File: config.mk
export PLATFORM = sky130hd
export DESIGN_NAME = mc_data_sync
export DESIGN_NICKNAME = d
export VERILOG_FILES = /design/src/rtl/mc_data_sync_pkg.sv /design/src/rtl/ds_channel.sv /design/src/rtl/mc_data_sync.sv
export SDC_FILE = /design/constraint.sdc
export NUM_CORES = 1
export LEC_CHECK = 0
export BUFFER_PORTS_ARGS = -buffer_cell sky130_fd_sc_hd__buf_2
export CAP_MARGIN = 20
export CORE_MARGIN = 1.5
export CORE_UTILIZATION = 53
export CTS_BUF_LIST = sky130_fd_sc_hd__clkbuf_4
export DETAILED_ROUTE_END_ITERATION = 7
export GPL_ROUTABILITY_DRIVEN = 0
export GPL_TIMING_DRIVEN = 0
export HOLD_SLACK_MARGIN = 0.12
export PLACE_DENSITY = 0.89
export REMOVE_ABC_BUFFERS = 1
export SLEW_MARGIN = 10
export SYNTH_ARGS = -nofsm -noshare
export SYNTH_HDL_FRONTEND = slang
export SYNTH_SLANG_ARGS = --single-unit
File: constraint.sdc
create_clock -name CLK -period 1.9 [get_ports CLK]
set_input_delay 0.285 -clock CLK [delete_from_list [all_inputs] [get_ports CLK]]
set_output_delay 0.285 -clock CLK [all_outputs]
set_load 0.05 [all_outputs]
File: src/rtl/mc_data_sync_pkg.sv
`default_nettype none
// ============================================================================
// Module      : mc_data_sync_pkg
// Description : Shared definitions for the multi-channel data synchroniser:
//               legal parameter ranges, qualifier mode encoding and the
//               channel slice offset helper.
// Revision    : 1.0 - initial release
// ============================================================================
package mc_data_sync_pkg;

  // Legal synchroniser depth and channel count
  localparam int MIN_STAGES = 2;
  localparam int MAX_STAGES = 4;
  localparam int MIN_CH     = 1;
  localparam int MAX_CH     = 8;

  // Qualifier signalling: level (rising edge is the event) or toggle
  // (any transition is the event)
  typedef enum logic {
    MODE_LEVEL  = 1'b0,
    MODE_TOGGLE = 1'b1
  } mode_e;

  // Bit offset of channel ch inside a packed multi-channel bus
  function automatic int ch_offset(input int ch, input int width);
    return ch * width;
  endfunction

endpackage : mc_data_sync_pkg
`default_nettype wire

File: src/rtl/ds_channel.sv
`default_nettype none
// ============================================================================
// Module      : ds_channel
// Description : One synchroniser channel. Brings an asynchronous qualifier
//               through a NUM_STAGES flop chain, detects the event and
//               captures the accompanying data word into a valid/ready
//               output register with a 2-phase acknowledge back to source.
// Ports       : CLK, RST (async, active-low)
//               bus_enable_i   - asynchronous qualifier
//               data_i         - source data word (stable until ack seen)
//               ready_i        - consumer accepts the presented word
//               clr_overflow_i - clears the sticky overflow flag
//               data_o/valid_o - presented word
//               ack_o          - toggles once per captured word
//               overflow_o     - sticky: an event was dropped
// Revision    : 1.0 - initial release
// ============================================================================
module ds_channel
  import mc_data_sync_pkg::*;
#(
  parameter int    NUM_STAGES = 2,
  parameter int    BUS_WIDTH  = 8,
  parameter mode_e MODE       = MODE_LEVEL
) (
  input  logic                 CLK,
  input  logic                 RST,
  input  logic                 bus_enable_i,
  input  logic [BUS_WIDTH-1:0] data_i,
  input  logic                 ready_i,
  input  logic                 clr_overflow_i,
  output logic [BUS_WIDTH-1:0] data_o,
  output logic                 valid_o,
  output logic                 ack_o,
  output logic                 overflow_o
);

  logic [NUM_STAGES-1:0] sync_q;
  logic                  last_q;      // previous synchronised qualifier
  logic [BUS_WIDTH-1:0]  data_q, data_d;
  logic                  valid_q, valid_d;
  logic                  ack_q, ack_d;
  logic                  ovf_q, ovf_d;

  logic s;
  logic evt;
  logic accept;

  assign s      = sync_q[NUM_STAGES-1];
  assign evt    = (MODE == MODE_TOGGLE) ? (s ^ last_q) : (s & ~last_q);
  assign accept = valid_q & ready_i;

  always_comb begin
    data_d  = data_q;
    valid_d = valid_q;
    ack_d   = ack_q;
    ovf_d   = ovf_q;

    if (evt && (!valid_q || accept)) begin
      // Register is free (or freed this edge): take the new word
      data_d  = data_i;
      valid_d = 1'b1;
      ack_d   = ~ack_q;
    end else if (accept) begin
      valid_d = 1'b0;
    end

    // Drop has priority over clear so a simultaneous loss is never hidden
    if (evt && valid_q && !ready_i) begin
      ovf_d = 1'b1;
    end else if (clr_overflow_i) begin
      ovf_d = 1'b0;
    end
  end

  always_ff @(posedge CLK or negedge RST) begin
    if (!RST) begin
      sync_q  <= '0;
      last_q  <= 1'b0;
      data_q  <= '0;
      valid_q <= 1'b0;
      ack_q   <= 1'b0;
      ovf_q   <= 1'b0;
    end else begin
      sync_q  <= {sync_q[NUM_STAGES-2:0], bus_enable_i};
      last_q  <= s;
      data_q  <= data_d;
      valid_q <= valid_d;
      ack_q   <= ack_d;
      ovf_q   <= ovf_d;
    end
  end

  assign data_o     = data_q;
  assign valid_o    = valid_q;
  assign ack_o      = ack_q;
  assign overflow_o = ovf_q;

endmodule : ds_channel
`default_nettype wire

File: src/rtl/mc_data_sync.sv
`default_nettype none
// ============================================================================
// Module      : mc_data_sync
// Description : Multi-channel enable-qualified CDC synchroniser. NUM_CH fully
//               independent channels, each carrying BUS_WIDTH bits into the
//               CLK domain with a valid/ready output and 2-phase ack.
// Ports       : CLK, RST (async, active-low)
//               bus_enable   [NUM_CH]            - per-channel qualifier
//               Unsync_bus   [NUM_CH*BUS_WIDTH]  - source data, packed
//               sync_ready   [NUM_CH]            - consumer ready
//               clr_overflow [NUM_CH]            - clear sticky overflow
//               sync_bus     [NUM_CH*BUS_WIDTH]  - captured data, packed
//               sync_valid   [NUM_CH]            - word present
//               ack_toggle   [NUM_CH]            - acknowledge to source
//               overflow     [NUM_CH]            - sticky drop flag
// Revision    : 1.0 - initial release
// ============================================================================
module mc_data_sync
  import mc_data_sync_pkg::*;
#(
  parameter int NUM_STAGES  = 2,
  parameter int BUS_WIDTH   = 8,
  parameter int NUM_CH      = 2,
  parameter int TOGGLE_MODE = 0
) (
  input  logic                        CLK,
  input  logic                        RST,
  input  logic [NUM_CH-1:0]           bus_enable,
  input  logic [NUM_CH*BUS_WIDTH-1:0] Unsync_bus,
  input  logic [NUM_CH-1:0]           sync_ready,
  input  logic [NUM_CH-1:0]           clr_overflow,
  output logic [NUM_CH*BUS_WIDTH-1:0] sync_bus,
  output logic [NUM_CH-1:0]           sync_valid,
  output logic [NUM_CH-1:0]           ack_toggle,
  output logic [NUM_CH-1:0]           overflow
);

  localparam mode_e CH_MODE = (TOGGLE_MODE != 0) ? MODE_TOGGLE : MODE_LEVEL;

  generate
    if (NUM_STAGES < MIN_STAGES || NUM_STAGES > MAX_STAGES) begin : g_bad_stages
      $error("mc_data_sync: NUM_STAGES out of range 2..4");
    end
    if (NUM_CH < MIN_CH || NUM_CH > MAX_CH) begin : g_bad_ch
      $error("mc_data_sync: NUM_CH out of range 1..8");
    end
  endgenerate

  generate
    for (genvar c = 0; c < NUM_CH; c++) begin : g_ch
      localparam int OFF = ch_offset(c, BUS_WIDTH);

      ds_channel #(
        .NUM_STAGES (NUM_STAGES),
        .BUS_WIDTH  (BUS_WIDTH),
        .MODE       (CH_MODE)
      ) u_ch (
        .CLK            (CLK),
        .RST            (RST),
        .bus_enable_i   (bus_enable[c]),
        .data_i         (Unsync_bus[OFF +: BUS_WIDTH]),
        .ready_i        (sync_ready[c]),
        .clr_overflow_i (clr_overflow[c]),
        .data_o         (sync_bus[OFF +: BUS_WIDTH]),
        .valid_o        (sync_valid[c]),
        .ack_o          (ack_toggle[c]),
        .overflow_o     (overflow[c])
      );
    end
  endgenerate

endmodule : mc_data_sync
`default_nettype wire
## Word-level counts from Yosys, hierarchy flattened

Cells that the tools add are included.

- Reduce and logical (&&, ||, !) cells: 16
- Bitwise gates (word level): 8
- Multiplexer cells: 8

Operators by type and width:

| kind | count |
|---|---|
| two-way mux 1 bit | 8 |
| nonzero test 2 bit | 4 |
| logical AND 1 bit | 6 |
| bitwise AND 1 bit | 4 |
| zero test 1 bit | 4 |
| NOT 1 bit | 4 |
| logical OR 1 bit | 2 |

- Word-level logic and storage cells: 44
- Output and inout port bits: 22
- Bits in registers: 28

## Longest topological paths before layout

- Depth after elaboration: 5
- Depth in mapped cells: 4
- Mapped depth without buffers: 3

## Cells and area by module

From an unflattened synthesis, not the netlist that was laid out.

- Cells, all modules: 60
- Area, all modules: 1091.0 um^2

Modules (own cells, without submodules):

| module | sequential area each (um^2) | area each (um^2) | instances | cells each |
|---|---|---|---|---|
| ds_channel | 350.3 | 545.5 | 2 | 30 |

## Worst setup path after synthesis

OpenSTA, ideal clock, no wires.

- Path kind: reg2reg
- Start point: register g_ch[0].u_ch.valid_q
- End point: register g_ch[0].u_ch.data_q[0]
- Setup slack: 0.741 ns
- Arrival: 1.033 ns
- Path buffers: 1
- Clock period less this slack: 1.159 ns
- Stages on the path, launching flop included: 5
- Cell sequence: dfrtp_1 -> nand2b_4 -> nor2b_4 -> buf_6 -> mux2_4

- Word-level cells in the longest chain between the ends: 3
- Elaborated cells between the ends (all ways): 4
- Those cells by class: 1 x bitwise; 3 x reduce/logical

RTL lines:

| element | RTL line | RTL |
|---|---|---|
| start, declared | ds_channel.sv:40 | `logic valid_q, valid_d;` |
| start signal, assigned | ds_channel.sv:87 | `valid_q <= valid_d;` |
| bitwise AND 1 bit / zero test 1 bit (equally long branches) | ds_channel.sv:50, ds_channel.sv:58 |  |
| logical OR 1 bit (*) | ds_channel.sv:58 | `if (evt && (!valid_q \|\| accept)) begin` |
| logical AND 1 bit (*) | ds_channel.sv:58 |  |
| end signal, assigned | ds_channel.sv:86 | `data_q <= data_d;` |
| end, declared | ds_channel.sv:39 | `logic [BUS_WIDTH-1:0] data_q, data_d;` |

Mark *: on every way between the ends. The rest lies on a longest branch, timed or not.
A chain may end at the register's enable or synchronous reset.

## Final worst setup path

- Start point: register g_ch[1].u_ch.valid_q
- End point: register g_ch[1].u_ch.data_q[3]

- Word-level cells in the longest chain between the ends: 3
- Elaborated cells between the ends (all ways): 4
- Those cells by class: 1 x bitwise; 3 x reduce/logical

RTL lines:

| element | RTL line |
|---|---|
| start, declared | ds_channel.sv:40 |
| start signal, assigned | ds_channel.sv:87 |
| bitwise AND 1 bit / zero test 1 bit (equally long branches) | ds_channel.sv:50, ds_channel.sv:58 |
| logical OR 1 bit (*) | ds_channel.sv:58 |
| logical AND 1 bit (*) | ds_channel.sv:58 |
| end signal, assigned | ds_channel.sv:86 |
| end, declared | ds_channel.sv:39 |

Marked as above.

==> results.md <==
* Layout cell share with drive strength beyond 1 at roughly 65%
* Yosys reg bits at 28
* GRT Total Usage at between 15 and 20%
* Syn Area/Cell at 17.21 um^2
* Final count of pins violating max slew at 0
* Critical R2R Capture: g_ch[1].u_ch.data_o[3]$_DFFE_PN0P_
* Core Util, Final at between 70 and 80%
* CTS tree: done
* Worst Setup Start Kind: flip-flop
* Worst r2r path cells at 3
* Final Cycle Share at 69.36%
* Max clock buf depth at 2
* Area occupied by registers at ~700 um^2
* N_diodes at 0
* Post_cts resized at 0
* Max incr delay on CP at approximately 430 ps
* Cell Pwr Density at 1240 nW/um^2
* Unrepaired setup endpoints after global routing: no
* Clock root buffer: clkbuf_4
* # Post-CTS Setup Buffers at 0
* Fmax at 0.7589 GHz
* DRT Wirelength at around 1900 um
* Sequential area share after synthesis at between 60% and 70%
* Setup Viol. Count Final at 0
* Top delay family on crit path: simple AND/OR/NAND/NOR gates
* Die Ht at approximately 50 um
* Worst min-delay path class: in -> reg
* Hold Path Cell Cnt at 2
* Buffers plus inverters on the worst setup path at 0
* VDD IR max at approximately 1.4 mV
* Number of global-route vias before repair at 665
* Setup Skew at between 1 and 1.5 ps
* # rows at 16
* Period minus WS final at approximately 1300 ps
* Hold endpoint: g_ch[0].u_ch.overflow_o$_DFFE_PN0P_
* H-tree lvl count at 1
* Rel. slew slack at 60.75%
* Worst Setup Path Type: reg -> reg
* Drt drc at 0
* Initial antenna violation count at 0
* Crit Reg-Reg Startpoint: g_ch[1].u_ch.valid_o$_DFFE_PN0P_
* Reg clk slew, reported paths at approximately 140 ps
* DP HPWL at approximately 1300 um
* CP cell instances: nand2b_4, nor2b_4, mux2_4
* Arrival time worst endpoint at 1540 ps
* Crit-path slowest cell: dfrtp_1
* First DRT Iteration DRCs at 6
* Area Growth Syn to Fin at 24.12%
* Post-Syn Instances at 66
* Setup TNS at 0 ps
* DR WL/cell at roughly 14 um
* DR pass1 iterations at 4
* Clock Latency Late Sink at about 320 ps
* Reg-to-reg slack, setup at roughly 580 ps
* Overflow after GRT at 0
* Vias after detailed routing at 642
* Area of the multi-input gates at roughly 360 um^2
* Largest net degree at the start of global routing at 29
* Yosys warning count at 0
* Leak pwr at roughly 0.74 nW
* Fill cell count at between 100 and 150
* Max-cap violations at 0
* Ports at 46
* Hold Violations, Final at 0
* Crit. End Element: flip-flop
* Post-route ant nets at 0
* Least-Margin Pin Slew at just under 600 ps
* Vias per Instance at 4.686
* Worst Path Required at roughly 2100 ps
* Nets at approximately 140
* # clock sinks at 28
* Core area at roughly 2000 um^2
* Status: finished clean
* Post-Syn Area at between 1000 and 1500 um^2
* Starting Density at a little under three fifths
* Inserted Clock Buffers at 3
* PortBufs at 45
* Die footprint at ~2400 um^2
* Die W at roughly 49 um
* Hold wc startpoint: clr_overflow[0]
* First-pass GRT wire length at about 3100 um
* Critical-path maximum fanout at 9
* Unique masters post-synth at 10
## logic make-up (layout without fill, tap and decap cells)
group,Yosys count,count (layout),synth area share [%]
buffers and inverters,10,54,6.608
muxes,16,16,21.15
AOI/OAI and AO/OA,2,2,1.101
DFF,28,28,61.67
xor gates and xnor gates,2,2,1.542
and+or+nand+nor,8,8,7.930
## worst max path at each step
stage | start | to | cells after the start
global placement | sync_ready[1] | g_ch[1].u_ch.data_o[5]$_DFFE_PN0P_ | 4
finish | g_ch[1].u_ch.valid_o$_DFFE_PN0P_ | g_ch[1].u_ch.data_o[3]$_DFFE_PN0P_ | 3
detailed placement | sync_ready[0] | g_ch[0].u_ch.data_o[7]$_DFFE_PN0P_ | 4
floorplan | g_ch[0].u_ch.valid_o$_DFFE_PN0P_ | g_ch[0].u_ch.data_o[0]$_DFFE_PN0P_ | 3
global route | g_ch[1].u_ch.valid_o$_DFFE_PN0P_ | g_ch[1].u_ch.data_o[3]$_DFFE_PN0P_ | 3
CTS | g_ch[1].u_ch.valid_o$_DFFE_PN0P_ | g_ch[1].u_ch.data_o[3]$_DFFE_PN0P_ | 3
## placed cells by master, fill, tap and decap left out
master,n
dfrtp_1,28
nor2b_4,2
nand2b_4,4
buf_2,45
inv_1,2
clkbuf_4,3
xor2_1,2
o22ai_1,2
mux2_4,16
nand2_1,2
dlygate4sd3_1,3
bufinv_16,1
## report_power, final
| group | internal [mW] | switching (mW) |
|---|---|---|
| clock | 0.213 | 0.162 |
| sequential | 0.693 | 0.0582 |
| combinational | 0.193 | 0.429 |
## repair_timing
| item | CTS | global route |
|---|---|---|
| endpoints found under the setup margin | 0 | 0 |
| hold endpoints to repair | 30 | 0 |
| hold buffers | 3 | 0 |
## metal layers
layer | track usage, % | vias up | wire (um)
li1 | - | 296 | -
met1 | 20.71 | 321 | 743
met3 | 3.067 | 4 | 70
met5 | 0 | - | 0
met2 | 31.08 | 21 | 1007
met4 | 8.571 | 0 | 42
## area by class of cell
class | count | share of cell area, %
inverter | 2 | 0.5324
timing repair buffer | 48 | 18.10
clock inverter | 1 | 2.130
multi-input combinational | 28 | 25.55
sequential | 28 | 49.69
clock buffer | 3 | 1.597
tap | 27 | 2.396
## sequential cells by signal (all words and copies together) (netlist names)
register	cells
g_ch.u_ch.data_o	16
g_ch.u_ch.sync_q	4
g_ch.u_ch.valid_o	2
g_ch.u_ch.overflow_o	2
g_ch.u_ch.ack_o	2
g_ch.u_ch.last_q	2
## per-stage QoR
step / hold slack (ps) / power (mW) / instance area, um^2 / cells / setup slack, ps
global route: 130.4 / 1.816 / 1410 / 137 / 520.4
detailed placement: 317.1 / 1.380 / 1328 / 130 / 586.9
finish: 138.7 / 1.748 / 1410 / 137 / 582.2
floorplan: -10.59 / 1.226 / 1069 / 58 / 414.5
global placement: 310.5 / 1.364 / 1328 / 130 / 619.1
CTS: 130.4 / 1.766 / 1410 / 137 / 555.0
## cells in the mapped netlist (all sizes together)
master  number  area (um^2)
dfrtp       28        700.7
mux2        16        240.2
buf          8        67.56
nand2b       4        55.05
inv          2        7.510
nand2        2        7.510
nor2b        2        27.53
o22ai        2        12.51
xor2         2        17.52
Power figures use the tool's default switching activity.
